`src/rtl/packer_n_w_pkg.sv`:
```
// rtl/packer_n_w_pkg.sv - shared constants and lane mapping for the packer family
package packer_n_w_pkg;

    localparam int DEF_IN_W  = 8;
    localparam int DEF_RATIO = 4;

    function automatic int cnt_width(input int ratio);
        return $clog2(ratio + 1);
    endfunction

    localparam int DEF_CNT_W = cnt_width(DEF_RATIO);

    // Maps the arrival order of a beat onto its physical lane within the word.
    function automatic int lane_index(input int beat, input int ratio, input bit msb_first);
        return msb_first ? (ratio - 1 - beat) : beat;
    endfunction

endpackage

```
`src/rtl/packer_out_reg.sv`:
```
// rtl/packer_out_reg.sv - output word register with valid/ready hold and pending-flush flag
module packer_out_reg
    import packer_n_w_pkg::*;
#(
    parameter int OUT_W = DEF_IN_W * DEF_RATIO,
    parameter int CNT_W = DEF_CNT_W
) (
    input  logic             clk,
    input  logic             reset,
    input  logic             load,
    input  logic [OUT_W-1:0] load_data,
    input  logic             load_partial,
    input  logic [CNT_W-1:0] load_beats,
    input  logic             flush_set,
    input  logic             ready_out,
    output logic [OUT_W-1:0] data_out,
    output logic             valid_out,
    output logic             partial_out,
    output logic [CNT_W-1:0] beats_out,
    output logic             flush_pending
);

    always_ff @(posedge clk) begin
        if (reset) begin
            data_out    <= '0;
            valid_out   <= 1'b0;
            partial_out <= 1'b0;
            beats_out   <= '0;
        end else if (load) begin
            data_out    <= load_data;
            valid_out   <= 1'b1;
            partial_out <= load_partial;
            beats_out   <= load_beats;
        end else if (valid_out && ready_out) begin
            valid_out <= 1'b0;
        end
    end

    // A flush that found the register occupied waits here until any word loads.
    always_ff @(posedge clk) begin
        if (reset || load) begin
            flush_pending <= 1'b0;
        end else if (flush_set) begin
            flush_pending <= 1'b1;
        end
    end

endmodule

```
`src/rtl/packer_n_w.sv`:
```
// rtl/packer_n_w.sv - narrow-to-wide valid/ready packer with lane order and partial flush
module packer_n_w
    import packer_n_w_pkg::*;
#(
    parameter int          IN_W      = DEF_IN_W,
    parameter int          RATIO     = DEF_RATIO,
    parameter bit          MSB_FIRST = 1'b1,
    parameter int unsigned PAD       = 0,
    localparam int         OUT_W     = IN_W * RATIO,
    localparam int         CW        = cnt_width(RATIO)
) (
    input  logic             clk_4f,
    input  logic             reset,
    input  logic [IN_W-1:0]  data_in,
    input  logic             valid_in,
    output logic             ready_in,
    input  logic             flush,
    output logic [OUT_W-1:0] data_out,
    output logic             valid_out,
    input  logic             ready_out,
    output logic             partial_out,
    output logic [CW-1:0]    beats_out
);

    localparam logic [CW-1:0]   LAST  = CW'(RATIO - 1);
    localparam logic [IN_W-1:0] PAD_V = IN_W'(PAD);

    logic [CW-1:0]    cnt;
    logic [CW-1:0]    new_cnt;
    logic [OUT_W-1:0] acc;
    logic [OUT_W-1:0] next_acc;
    logic [OUT_W-1:0] word;
    logic             accept;
    logic             full;
    logic             out_free;
    logic             flush_req;
    logic             flush_pending;
    logic             load_partial;
    logic             load;
    logic             flush_set;

    // Only the word-completing beat needs the output register free.
    assign ready_in  = !(cnt == LAST && valid_out && !ready_out);
    assign accept    = valid_in && ready_in;
    assign new_cnt   = cnt + CW'(accept);
    assign full      = accept && (cnt == LAST);
    assign out_free  = !valid_out || ready_out;
    assign flush_req = flush || flush_pending;

    assign load_partial = !full && flush_req && (new_cnt != '0) && out_free;
    assign load         = full || load_partial;
    assign flush_set    = !full && flush && (new_cnt != '0) && !out_free;

    always_comb begin
        next_acc = acc;
        for (int k = 0; k < RATIO; k++) begin
            if (accept && cnt == CW'(k)) begin
                next_acc[lane_index(k, RATIO, MSB_FIRST)*IN_W +: IN_W] = data_in;
            end
        end
        word = next_acc;
        for (int k = 0; k < RATIO; k++) begin
            if (CW'(k) >= new_cnt) begin
                word[lane_index(k, RATIO, MSB_FIRST)*IN_W +: IN_W] = PAD_V;
            end
        end
    end

    always_ff @(posedge clk_4f) begin
        if (reset || load) begin
            cnt <= '0;
            acc <= '0;
        end else if (accept) begin
            cnt <= new_cnt;
            acc <= next_acc;
        end
    end

    packer_out_reg #(
        .OUT_W(OUT_W),
        .CNT_W(CW)
    ) u_out_reg (
        .clk          (clk_4f),
        .reset        (reset),
        .load         (load),
        .load_data    (word),
        .load_partial (load_partial),
        .load_beats   (new_cnt),
        .flush_set    (flush_set),
        .ready_out    (ready_out),
        .data_out     (data_out),
        .valid_out    (valid_out),
        .partial_out  (partial_out),
        .beats_out    (beats_out),
        .flush_pending(flush_pending)
    );

endmodule

```
`config.mk`:
```
export PLATFORM = sky130hd
export DESIGN_NAME = packer_n_w
export DESIGN_NICKNAME = d
export VERILOG_FILES = /design/src/rtl/packer_n_w_pkg.sv /design/src/rtl/packer_out_reg.sv /design/src/rtl/packer_n_w.sv
export SDC_FILE = /design/constraint.sdc
export NUM_CORES = 1
export LEC_CHECK = 0
export CAP_MARGIN = 15
export CORE_ASPECT_RATIO = 0.9
export CORE_MARGIN = 5
export CORE_UTILIZATION = 40
export CTS_BUF_LIST = sky130_fd_sc_hd__clkbuf_4 sky130_fd_sc_hd__clkbuf_8
export DETAILED_ROUTE_END_ITERATION = 10
export GPL_TIMING_DRIVEN = 0
export PLACE_DENSITY = 0.65
export SLEW_MARGIN = 25
export SYNTH_ARGS = -nofsm -noshare
export SYNTH_HDL_FRONTEND = slang
export SYNTH_SLANG_ARGS = --single-unit
```
`constraint.sdc`:
```
create_clock -name clk_4f -period 2.9 [get_ports clk_4f]
set_input_delay 0.725 -clock clk_4f [delete_from_list [all_inputs] [get_ports clk_4f]]
set_output_delay 0.725 -clock clk_4f [all_outputs]
set_load 0.02 [all_outputs]
```
==> flow_summary_export.csv <==
group,metric,value,unit
detailed_routing,vias_per_cell,4.97,
place,port_buffers,49,
synth,yosysTopAreaCellShare,55.3,%
cts,hold_buffers,0,
sta,timing.fmax,358,MHz
synth,synthTopCellsByCount,"73 x dfxtp_1, 40 x nor2_1, 36 x mux2i_1",
global_routing,grt_usage,15.8,%
layout,fin_nets,320,
synth,yosysWarningCount,0,
cts,clockBufferDepth,2,
sta,tightest_slew,742,ps
cts,cts_max_level,3,
hold_path,hp-class,"reg -> reg",
detailed_routing,wirelength,5990,µm
layout,fin_area,3600,µm²
place,hpwl,4180,µm
cts,insertion_delay,340,ps
floorplanning,ioPinCount,51,
sta,finalCriticalPeriod,2790,ps
sta,slew_headroom,50.2,%
setup_path,arrival,3060,ps
floorplanning,die_w,95.7,µm
synth,async_flop_share,0,%
run_status,outcome,"finished, final reports clean",
floorplanning,rows,28,
sta,rsz0062_at_grt,"false",
synth,yosysUniqueCellTypes,31,
global_routing,grtUsageMet3,5.45,%
floorplanning,die_area,8340,µm²
power_and_ir_drop,vdd_drop_max,349,µV
sta,period_share,96.2,%
sta,slew_violations,0,
global_routing,antenna_found_initial,0,
sta,whs,468,ps
layout,flow.area_growth_from_synthesis,36.0,%
sta,final-hold-violation-count,0,
detailed_routing,ant_nets,0,
global_routing,top_usage_layer,"met2",
synth,syn_avg_cell_area,11.0,µm²
cts,cts_tree,"done",
synth,synth_fp_nets,256,
global_routing,grt_max_degree,14,
synth,synth-seq-cells,73,
synth,synth_edf_count,0,
floorplanning,fp.dieH,87.1,µm
global_routing,grt_overflow,0,
detailed_routing,drt-initial-drc-count,79,
place,routabilityCongestion,0.750,
detailed_routing,vias,1987,
setup_path,crit_path_end_kind,"register",
floorplanning,initial_core_util,40.6,%
place,dp_worst_setup_slack,-775,ps
global_routing,grt_first_pass_wirelength,9890,µm
power_and_ir_drop,power_leakage,1.28,nW
setup_path,worstPathMaxFanout,10,
sta,setup_ws,110,ps
global_routing,grt_pass1_vias,1996,
synth,yosysTopAreaCell,"dfxtp_1",
detailed_routing,dr.pass1.iters,4,
power_and_ir_drop,power_density,593,nW/µm²
sta,clock_skew,10.9,ps
setup_path,cp-start-kind,"input port",
synth,yosysMostFrequentCell,"dfxtp_1",
detailed_routing,drcViolationCount,0,
layout,antenna_cells,0,
synth,yosysSeqAreaShare,55.3,%
synth,synth_area,2640,µm²
cts,cts_buffers,9,
floorplanning,coreArea,6520,µm²
sta,setup_viol,0,
cts,path_clk_slew,80,ps
detailed_routing,wire_per_inst,15.0,µm
synth,synth_flop_cell,"dfxtp_1",
cts,cts-root-buf,"clkbuf_8",
synth,synth.area.top_cells,"dfxtp_1 55%, mux2i_1 14%, o2bb2ai_1 8.0%",
flow_run,cap_violations,0,
setup_path,critPathKind,"in -> reg",
place,dpl_cell_area,3260,µm²
setup_path,worst_ep_required_time,3170,ps
global_routing,globalRouteMet2Util,23.3,%
layout,drive_above_1_share,13.5,%
synth,post_synth_inst_count,241,
cts,cts_sinks,73,
global_routing,met1_usage,21.7,%
==> registers in the layout, indices dropped and copies added (netlist names) <==
name                     flops
u_out_reg.partial_out        1
u_out_reg.valid_out          1
cnt                          3
u_out_reg.beats_out          3
acc                         32
u_out_reg.flush_pending      1
u_out_reg.data_out          32
==> metrics by stage <==
stage / power [mW] / util (%) / TNS (ps) / std cells
final: 2.13 / 55.2 / 0 / 400
after floorplan: 1.17 / - / 0 / 241
after detailed placement: 1.25 / 50.0 / -42530 / 380
after CTS: 2.15 / 54.9 / 0 / 400
after global routing: 2.22 / 55.2 / 0 / 400
after global placement: 1.25 / 50.0 / -41760 / 380
==> critical path: stages <==
cell and delay, ps:
dlygate4sd2_1 240, nand2b_4 160, o31ai_4 190, inv_1 70, ha_2 190, ha_4 180
xor2_4 160, o311a_4 380, or3_4 390, buf_8 150, buf_8 130, nor2_1 90
==> per-layer routing <==
layer | wire length [µm] | up-vias
met5 | 0 | -
met4 | 80 | 0
met3 | 266 | 9
met2 | 2580 | 51
met1 | 3060 | 927
li1 | - | 1000
==> path summary, 6_finish.rpt <==
path	start	end	slack, ps	depth (start not counted)
max	ready_out	acc[25]	110	12
min	u_out_reg.data_out[5]	u_out_reg.data_out[5]	470	1
max reg2reg	cnt[0]	acc[25]	200	11
min reg2reg	u_out_reg.data_out[5]	u_out_reg.data_out[5]	470	1
==> kinds of logic after synthesis <==
logic type | after synthesis | share of synthesized area, %
DFF | 73 | 55.3
and+or+nand+nor | 68 | 12.5
AOI/OAI and AO/OA | 43 | 13.3
muxes | 36 | 13.6
buffers and inverters | 18 | 3.69
adders and majority gates | 2 | 0.946
xor gates and xnor gates | 1 | 0.615
==> where the power goes <==
part	total (mW)	switching [mW]	internal (mW)
combinational	0.211	0.118	0.0928
clock	0.884	0.373	0.510
sequential	1.04	0.0126	1.03
==> final cells by class <==
type | count | area [µm²]
Tap cell | 90 | 113
Multi-Input combinational cell | 150 | 1160
Timing Repair Buffer | 53 | 522
Fill cell | 605 | 2920
Inverter | 2 | 7.51
Clock buffer | 10 | 138
Buffer | 16 | 101
Sequential cell | 73 | 1460
Clock inverter | 6 | 90.1
==> placed cells by master, fill, tap and decap left out, types with 2 or more instances in the layout <==
master,n
a21oi_1,3
bufinv_16,2
nor2_1,39
or3_1,2
a22o_1,8
buf_8,2
nand2b_1,4
inv_1,2
o2bb2ai_1,24
dfxtp_1,72
clkbuf_1,5
clkbuf_8,10
nand2_1,4
nor4_1,8
mux2i_1,36
buf_2,5
clkdlybuf4s50_1,47
buf_4,5
nor4bb_1,2
==> repair_timing <==
action	CTS	global route
pin swaps	3	0
resized for setup	13	4
endpoints found under the hold margin	0	0
buffers inserted	4	0
endpoints found under the setup margin	74	51
Note: power is estimated with default switching activity, not from simulation.
